### config.mk
export PLATFORM = sky130hd
export DESIGN_NAME = result_display
export DESIGN_NICKNAME = d
export VERILOG_FILES = /design/src/rtl/result_display.sv
export SDC_FILE = /design/constraint.sdc
export NUM_CORES = 1
export LEC_CHECK = 0
export CORE_ASPECT_RATIO = 1.25
export CORE_MARGIN = 1.5
export CORE_UTILIZATION = 65
export DETAILED_ROUTE_END_ITERATION = 8
export PLACE_DENSITY = 0.95
export SETUP_SLACK_MARGIN = 0.2
export SLEW_MARGIN = 10
export SYNTH_ARGS = -nofsm -noshare
export SYNTH_HDL_FRONTEND = slang
export SYNTH_SLANG_ARGS = --single-unit
### constraint.sdc
create_clock -name clk -period 5.6 [get_ports clk]
set_clock_uncertainty 0.05 [all_clocks]
set_input_delay 1.68 -clock clk [delete_from_list [all_inputs] [get_ports clk]]
set_output_delay 1.68 -clock clk [all_outputs]
set_load 0.02 [all_outputs]
### src/rtl/result_display.sv
// Captures signed CPU results, converts them to BCD with a sequential double-dabble
// engine and scans them onto an 8-digit seven-segment display. Option: LEADING_ZERO_BLANK_EN.
module result_display #(
    parameter int DATA_WIDTH  = 16,
    parameter int BCD_DIGITS  = 5,
    parameter int REFRESH_DIV = 100000
) (
    input  logic                         clk,
    input  logic                         reset,
    input  logic signed [DATA_WIDTH-1:0] result,
    input  logic                         valid_result,
    input  logic                         error,
    input  logic                         halt,
    output logic                         busy,
    output logic [7:0]                   an,
    output logic [6:0]                   seg,
    output logic                         dp
);

    localparam int BCD_W = BCD_DIGITS * 4;
    localparam int CNT_W = $clog2(DATA_WIDTH + 1);
    localparam int REF_W = $clog2(REFRESH_DIV + 1);

    localparam logic [6:0] SEG_BLANK = 7'h7F;
    localparam logic [6:0] SEG_MINUS = 7'h3F;
    localparam logic [6:0] SEG_E     = 7'h06;
    localparam logic [6:0] SEG_R     = 7'h2F;

    typedef enum logic [1:0] {IDLE, SHIFT, COMMIT} state_t;

    state_t                         state, state_next;
    logic [CNT_W-1:0]               bit_cnt;
    logic [DATA_WIDTH-1:0]          mag;
    logic [BCD_W-1:0]               bcd;
    logic                           sign;
    logic                           pend_vld;
    logic signed [DATA_WIDTH-1:0]   pend_data;
    logic [BCD_W-1:0]               disp_bcd;
    logic                           disp_neg;
    logic                           err_flag;
    logic                           start;
    logic signed [DATA_WIDTH-1:0]   start_val;
    logic [REF_W-1:0]               refresh_cnt;
    logic [2:0]                     digit_idx;
    logic [6:0]                     seg_next;

    function automatic logic [DATA_WIDTH-1:0] abs_val(input logic signed [DATA_WIDTH-1:0] v);
        logic [DATA_WIDTH-1:0] u;
        u = v;
        return v[DATA_WIDTH-1] ? (~u + 1'b1) : u;
    endfunction

    function automatic logic [BCD_W-1:0] dabble_adj(input logic [BCD_W-1:0] b);
        logic [BCD_W-1:0] r;
        r = b;
        for (int i = 0; i < BCD_DIGITS; i++) begin
            if (b[4*i +: 4] >= 4'd5)
                r[4*i +: 4] = b[4*i +: 4] + 4'd3;
        end
        return r;
    endfunction

    // Active-low segments, a on bit 0 through g on bit 6.
    function automatic logic [6:0] seg_of_digit(input logic [3:0] d);
        case (d)
            4'd0:    return 7'h40;
            4'd1:    return 7'h79;
            4'd2:    return 7'h24;
            4'd3:    return 7'h30;
            4'd4:    return 7'h19;
            4'd5:    return 7'h12;
            4'd6:    return 7'h02;
            4'd7:    return 7'h78;
            4'd8:    return 7'h00;
            4'd9:    return 7'h10;
            default: return SEG_BLANK;
        endcase
    endfunction

    // A new conversion starts from IDLE on a fresh result, or directly out of COMMIT
    // when a result is waiting; the newest arrival always wins.
    assign start     = ((state == IDLE) && valid_result) ||
                       ((state == COMMIT) && (valid_result || pend_vld));
    assign start_val = valid_result ? result : pend_data;

    always_comb begin
        state_next = state;
        case (state)
            IDLE:    if (valid_result) state_next = SHIFT;
            SHIFT:   if (bit_cnt == CNT_W'(DATA_WIDTH - 1)) state_next = COMMIT;
            COMMIT:  state_next = (valid_result || pend_vld) ? SHIFT : IDLE;
            default: state_next = IDLE;
        endcase
    end

    always_ff @(posedge clk or posedge reset) begin
        if (reset) begin
            state    <= IDLE;
            busy     <= 1'b0;
            bit_cnt  <= '0;
            pend_vld <= 1'b0;
            disp_bcd <= '0;
            disp_neg <= 1'b0;
            err_flag <= 1'b0;
        end else begin
            state    <= state_next;
            busy     <= (state_next != IDLE);
            err_flag <= err_flag | error;
            if (start)
                bit_cnt <= '0;
            else if (state == SHIFT)
                bit_cnt <= bit_cnt + 1'b1;
            if (state == COMMIT)
                pend_vld <= 1'b0;
            else if ((state == SHIFT) && valid_result)
                pend_vld <= 1'b1;
            if (state == COMMIT) begin
                disp_bcd <= bcd;
                disp_neg <= sign;
            end
        end
    end

    always_ff @(posedge clk) begin
        if (valid_result && (state != IDLE))
            pend_data <= result;
        if (start) begin
            mag  <= abs_val(start_val);
            sign <= start_val[DATA_WIDTH-1];
            bcd  <= '0;
        end else if (state == SHIFT) begin
            {bcd, mag} <= {dabble_adj(bcd), mag} << 1;
        end
    end

    // Digit content for the slot currently being scanned.
    always_comb begin
        int top;
        seg_next = SEG_BLANK;
`ifdef LEADING_ZERO_BLANK_EN
        top = 0;
        for (int j = 0; j < BCD_DIGITS; j++) begin
            if (disp_bcd[4*j +: 4] != 4'd0)
                top = j;
        end
`else
        top = BCD_DIGITS - 1;
`endif
        if (err_flag) begin
            case (digit_idx)
                3'd0, 3'd1: seg_next = SEG_R;
                3'd2:       seg_next = SEG_E;
                default:    seg_next = SEG_BLANK;
            endcase
        end else begin
            for (int j = 0; j < BCD_DIGITS; j++) begin
                if ((int'(digit_idx) == j) && (j <= top))
                    seg_next = seg_of_digit(disp_bcd[4*j +: 4]);
            end
            if (disp_neg && (int'(digit_idx) == top + 1))
                seg_next = SEG_MINUS;
        end
    end

    always_ff @(posedge clk or posedge reset) begin
        if (reset) begin
            refresh_cnt <= '0;
            digit_idx   <= '0;
            an          <= 8'hFF;
            seg         <= SEG_BLANK;
            dp          <= 1'b1;
        end else begin
            if (refresh_cnt == REF_W'(REFRESH_DIV - 1)) begin
                refresh_cnt <= '0;
                digit_idx   <= digit_idx + 1'b1;
            end else begin
                refresh_cnt <= refresh_cnt + 1'b1;
            end
            an  <= ~(8'd1 << digit_idx);
            seg <= seg_next;
            dp  <= ~(halt && (digit_idx == 3'd7));
        end
    end

endmodule

After elaboration in Yosys (flattened, before gate mapping)
Memory sizes are Yosys's and may differ from the RTL's. Cells that the tools add are included.

Add/sub/neg operators: 9. Order comparisons: 5. Equality and inequality tests: 12. Shift-type cells: 1. Mux-type cells: 26. Bitwise operators: 4. Reduce and logical (&&, ||, !) cells: 16.

Operators with widths (count): 2-to-1 mux 16 bit (4); 2-to-1 mux 7 bit (7); >= comparator 4 x 3 -> 1 bit, second input constant (5); adder 17 x 1 -> 17 bit, second input constant (1); == test 17 bit, second input constant (1); 2-to-1 mux 17 bit (1); adder 16 x 1 -> 16 bit, second input constant (1); adder 4 x 2 -> 4 bit, second input constant (4); 2-to-1 mux 4 bit (4); NOT 16 bit (1); == test 3 bit, second input constant (5); one-hot mux 7 bit (2 select lines) (1); 2-to-1 mux 5 bit (2); NOT 8 bit (1); nonzero test 2 bit (4); << shifter 1 x 3 -> 8 bit, first input constant (1); == test 3 x 2 -> 1 bit, second input constant (2); logical AND 1 bit (6); logical NOT 3 bit (2); one-hot mux 2 bit (3 select lines) (1); adder 5 x 1 -> 5 bit, second input constant (1); == test 5 x 4 -> 1 bit, second input constant (1); 2-to-1 mux 2 bit (2); adder 3 x 1 -> 3 bit, second input constant (1); other kinds (11) (14).

Register bits: 120. Memory bits (read-only): 560. Bits of input ports: 21. Logic and storage cells: 94. Memories kept: 5.

Memory list: (no name shown) (words 16, width 7, read ports 1, clocked after memory_dff 0, wr ports 0, line 65) `case (d)`; (no name shown) (words 16, width 7, read ports 1, clocked after memory_dff 0, wr ports 0, line 65); (no name shown) (words 16, width 7, read ports 1, clocked after memory_dff 0, wr ports 0, line 65); (no name shown) (words 16, width 7, read ports 1, clocked after memory_dff 0, wr ports 0, line 65); (no name shown) (words 16, width 7, read ports 1, clocked after memory_dff 0, wr ports 0, line 65).

Longest topological paths before layout
Depth after elaboration: 8. Depth in mapped cells: 11. Mapped depth without buffers: 7.

Least setup slack after synthesis
OpenSTA, ideal clock, no wires.

Kind: input -> register. From: input port valid_result. To: register mag[14] (data pin). Setup time: 0.266 ns. Data arrival time: 4.211 ns. Path slack: 1.073 ns. Cell stages on the path: 11. Path buffers: 4. Path through: buf_6 > buf_2 > buf_2 > buf_2 > mux2i_1 > ha_1 > or4bb_1 > a222oi_1 > a31oi_1 > xor2_1 > o21ai_1.

Cells in the longest elaborated chain, start to end: 5. Elaborated cells between the ends (all ways): 9. Those cells by class: add/sub: 1; mux: 3; bitwise: 1; reduce/logical: 4.

RTL lines: from (decl) (line 11) `input logic valid_result,`; 2-to-1 mux 16 bit (line 84) `assign start_val = valid_result ? result : pend_data;`; NOT 16 bit (line 50) `return v[DATA_WIDTH-1] ? (~u + 1'b1) : u;`; adder 16 x 1 -> 16 bit (line 50); 2-to-1 mux 16 bit (line 50); 2-to-1 mux 16 bit (*) (line 127) `if (start) begin`; to (signal assigned) (line 128) `mag <= abs_val(start_val);`; to (signal assigned) (line 132) `{bcd, mag} <= {dabble_adj(bcd), mag} << 1;`; to (decl) (line 33) `logic [DATA_WIDTH-1:0] mag;`.

Every way passes the cells marked *; elsewhere a longest branch is shown, timed or not. A chain may end at the register's enable or synchronous reset.

Worst setup path after layout
From: input port valid_result. To: register mag[12] (data pin).

The elaborated chain is that of the path after synthesis.

==> metrics.md <==
| Metric | Value |
|---|---|
| Outcome | `completed` |
| Vias in the first global route | `approximately 5300` |
| Post-CTS sizing | `0` |
| DIE HEIGHT | `around 120 µm` |
| Clock transition at path regs | `0.05 ns` |
| Setup-failing EPs final | `0` |
| Maximum root-to-sink buffer count | `2` |
| Dpl hpwl | `9741 µm` |
| Setup Buffers After CTS | `0` |
| Reg-to-Reg End | `mag[12]` |
| HP Start | `sign` |
| GP Congestion | `roughly 0.91` |
| Final hold vios | `0` |
| Critical path class | `input port to flop` |
| Reg2Reg Depth | `7` |
| DRC Markers | `0` |
| Routed vias | `5380` |
| Top cells by count, synth | `o21ai_0, nand2_1, dfrtp_1, ha_1, nor2_1` |
| Pre-antenna DRT Iters | `5` |
| Core area | `around 0.010 mm²` |
| Global Route Usage Sum | `0.2917` |
| Most frequent cell after synthesis | `o21ai_0` |
| Maximum Capacitance Violations | `0` |
| Syn_nets | `760` |
| Routed Antenna Nets | `0` |
| Placement row count | `41` |
| Period utilization | `0.8332` |
| Dpl cells | `roughly 830` |
| Number of inserted diodes | `0` |
| FFs w/ async S/R, synth | `0.5583` |
| First-pass GRT wire length | `24610 µm` |
| CP required | `~5.7 ns` |
| Slew HR | `0.2347` |
| Routed WL | `around 15000 µm` |
| Ys Warns | `0` |
| Synthesized instance count | `roughly 690` |
| Die Span X | `around 94 µm` |
| Synth Area per Inst | `9.659 µm²` |
| Placed Area | `0.007114 mm²` |
| Skew-Pair Late Insertion Delay | `between 0.4 and 0.5 ns` |
| Main flop type after synthesis | `dfrtp_1` |
| Worst-Margin Slew | `1.148 ns` |
| M2 GR Usage | `0.5440` |
| Initial Util | `0.6658` |
| Overflow after GRT | `0` |
| I/O pin cnt | `38` |
| CP Capture Type | `flop` |
| Worst hold path class | `flop to flop` |
| Initial antenna violation count | `0` |
| Hold worst-path end | `disp_neg` |
| RSZ-0062 raised after global routing | `no` |
| Synth Cell Area | `0.006694 mm²` |
| M3 GR Usage | `0.05794` |
| Peak supply drop | `about 0.00032 V` |
| Post-synthesis sequential area ratio | `0.4613` |
| RR Startpoint | `pend_data[1]` |
| Slew Viols, Final | `0` |
| WP data arrival | `approximately 4.8 ns` |
| TritonCTS buffer count | `17` |
| CTS tree | `done` |
| Setup crit start kind | `input port` |
| Fin nets | `between 700 and 800` |
| Die area | `~0.011 mm²` |
| Clock Sinks | `120` |
| Synth-to-Final Area Change | `15.03%` |
| Cell taking the most area after synthesis | `dfrtp_1` |
| Port-buffer cells | `37` |
| Hold Crit Depth | `1` |
| Number of H-tree levels | `4` |
| Root Buffer | `clkbuf_16` |
| FMAX | `around 210 MHz` |
| Fin crit period | `roughly 4.7 ns` |
| Detailed router's first-iteration violation count | `~440` |
| P per Cell Area | `458.6 mW/mm²` |
| Non-filler instance count after layout | `861` |
| Met1 Usage GRT | `0.3059` |
| Worst-path fanout max | `6` |
| Layout cells sized above 1 | `0.1079` |
| EDFF count, synth | `33` |
| Yosys top cell area share | `0.1907` |
| DR WL/cell | `~17 µm` |
| Setup_tns | `0 ns` |
| Leak | `roughly 3.2 nW` |
| Distinct cells, synth | `64` |
| Vias per std cell | `6.249` |
| Seq cells post-synth | `120` |
| Post-CTS Hold Fix Bufs | `0` |
| Busiest grt layer | `met2` |
| Post-layout instance area | `~0.0077 mm²` |
| Ranking of synthesized cells by area | `dfrtp_1, edfxtp_1, ha_1` |
| Worst reg2reg setup slack | `2.53 ns` |
| Largest net degree at the start of global routing | `between 40 and 50` |
## metrics by stage
stage,power (W),hold WS (ns),util,setup slack [ns]
after floorplan,0.002115,0.3676,-,1.073
after global placement,0.002282,0.4189,0.7076,0.8722
after detailed placement,0.002394,0.4241,0.7076,0.7144
after CTS,0.003512,0.4377,0.7658,0.9878
after global routing,0.003730,0.4583,0.7658,0.8141
final,0.003531,0.4353,0.7658,0.9342
## sequential cells by signal (all words and copies together), names as in the netlist, 2 cells and up
signal	cells
bcd	20
disp_bcd	20
refresh_cnt	17
mag	16
pend_data	16
an	8
seg	7
bit_cnt	5
digit_idx	3
state	2
## cell families after synthesis
family	share of synthesized area
muxes	0.04785
adders and majority gates	0.08598
buffers and inverters	0.04355
and+or+nand+nor	0.1641
DFF	0.4613
xor gates and xnor gates	0.04972
AOI/OAI and AO/OA	0.1475
## routing by layer
layer	wire length (µm)	part of all wire
met4	595	0.040
met3	778	0.052
met1	5542	0.37
met5	0	0
met2	8035	0.54
## worst max-delay path, cell delays in order
cell and delay [ns]:
clkdlybuf4s50_1 0.62, mux2i_1 0.37, ha_1 0.27, or4bb_1 0.57, a222oi_1 0.66, a31oi_1 0.27
xor2_1 0.25, o21ai_1 0.07
## where the power goes
part | switching [W] | total (W) | internal, W
combinational | 0.000645 | 0.00107 | 0.000429
clock | 0.000376 | 0.00107 | 0.000696
sequential | 0.000224 | 0.00139 | 0.00116
## how the worst max path moves through the flow
stage,startpoint,endpoint,slack (ns),depth (start not counted)
2_1_floorplan,valid_result,mag[14],1.07,11
3_3_place_gp,valid_result,mag[14],0.87,8
3_5_place_dp,valid_result,mag[12],0.71,8
4_1_cts,valid_result,mag[12],0.99,8
5_1_grt,valid_result,mag[12],0.81,8
6_report,valid_result,mag[12],0.93,8
## cell type report
cell class,count,area (µm²)
multi-input cells,499,3314
flip-flops and latches,120,3088
fillers,604,2355
clock buffers,23,488.0
repair buffers,41,400.4
well taps,129,161.4
inverters,40,150.1
clock inverters,9,97.59
## layout by cell type, fill, tap and decap left out, drive strengths merged, types with 3 or more instances in the layout
cell / netlist / layout
o21ai: 78 / 78
nand2: 56 / 56
dfrtp: 51 / 51
ha: 46 / 46
nor2: 45 / 45
a21oi: 41 / 41
inv: 39 / 39
clkdlybuf4s50: 0 / 37
edfxtp: 33 / 33
nand3: 30 / 30
clkbuf: 25 / 23
nand2b: 21 / 21
dfxtp: 20 / 20
xor2: 19 / 19
xnor2: 19 / 19
mux2: 16 / 16
dfstp: 16 / 16
mux2i: 14 / 14
nor2b: 10 / 10
a31oi: 9 / 9
nor3: 8 / 8
nand4: 8 / 8
o22ai: 7 / 7
or3: 7 / 7
clkinv: 1 / 7
or3b: 7 / 7
nor3b: 6 / 6
or2: 5 / 5
buf: 9 / 4
a211oi: 3 / 3
o31a: 3 / 3
o21a: 3 / 3
a21o: 3 / 3
or4b: 3 / 3
No activity file was read; power rests on OpenSTA's default activity.
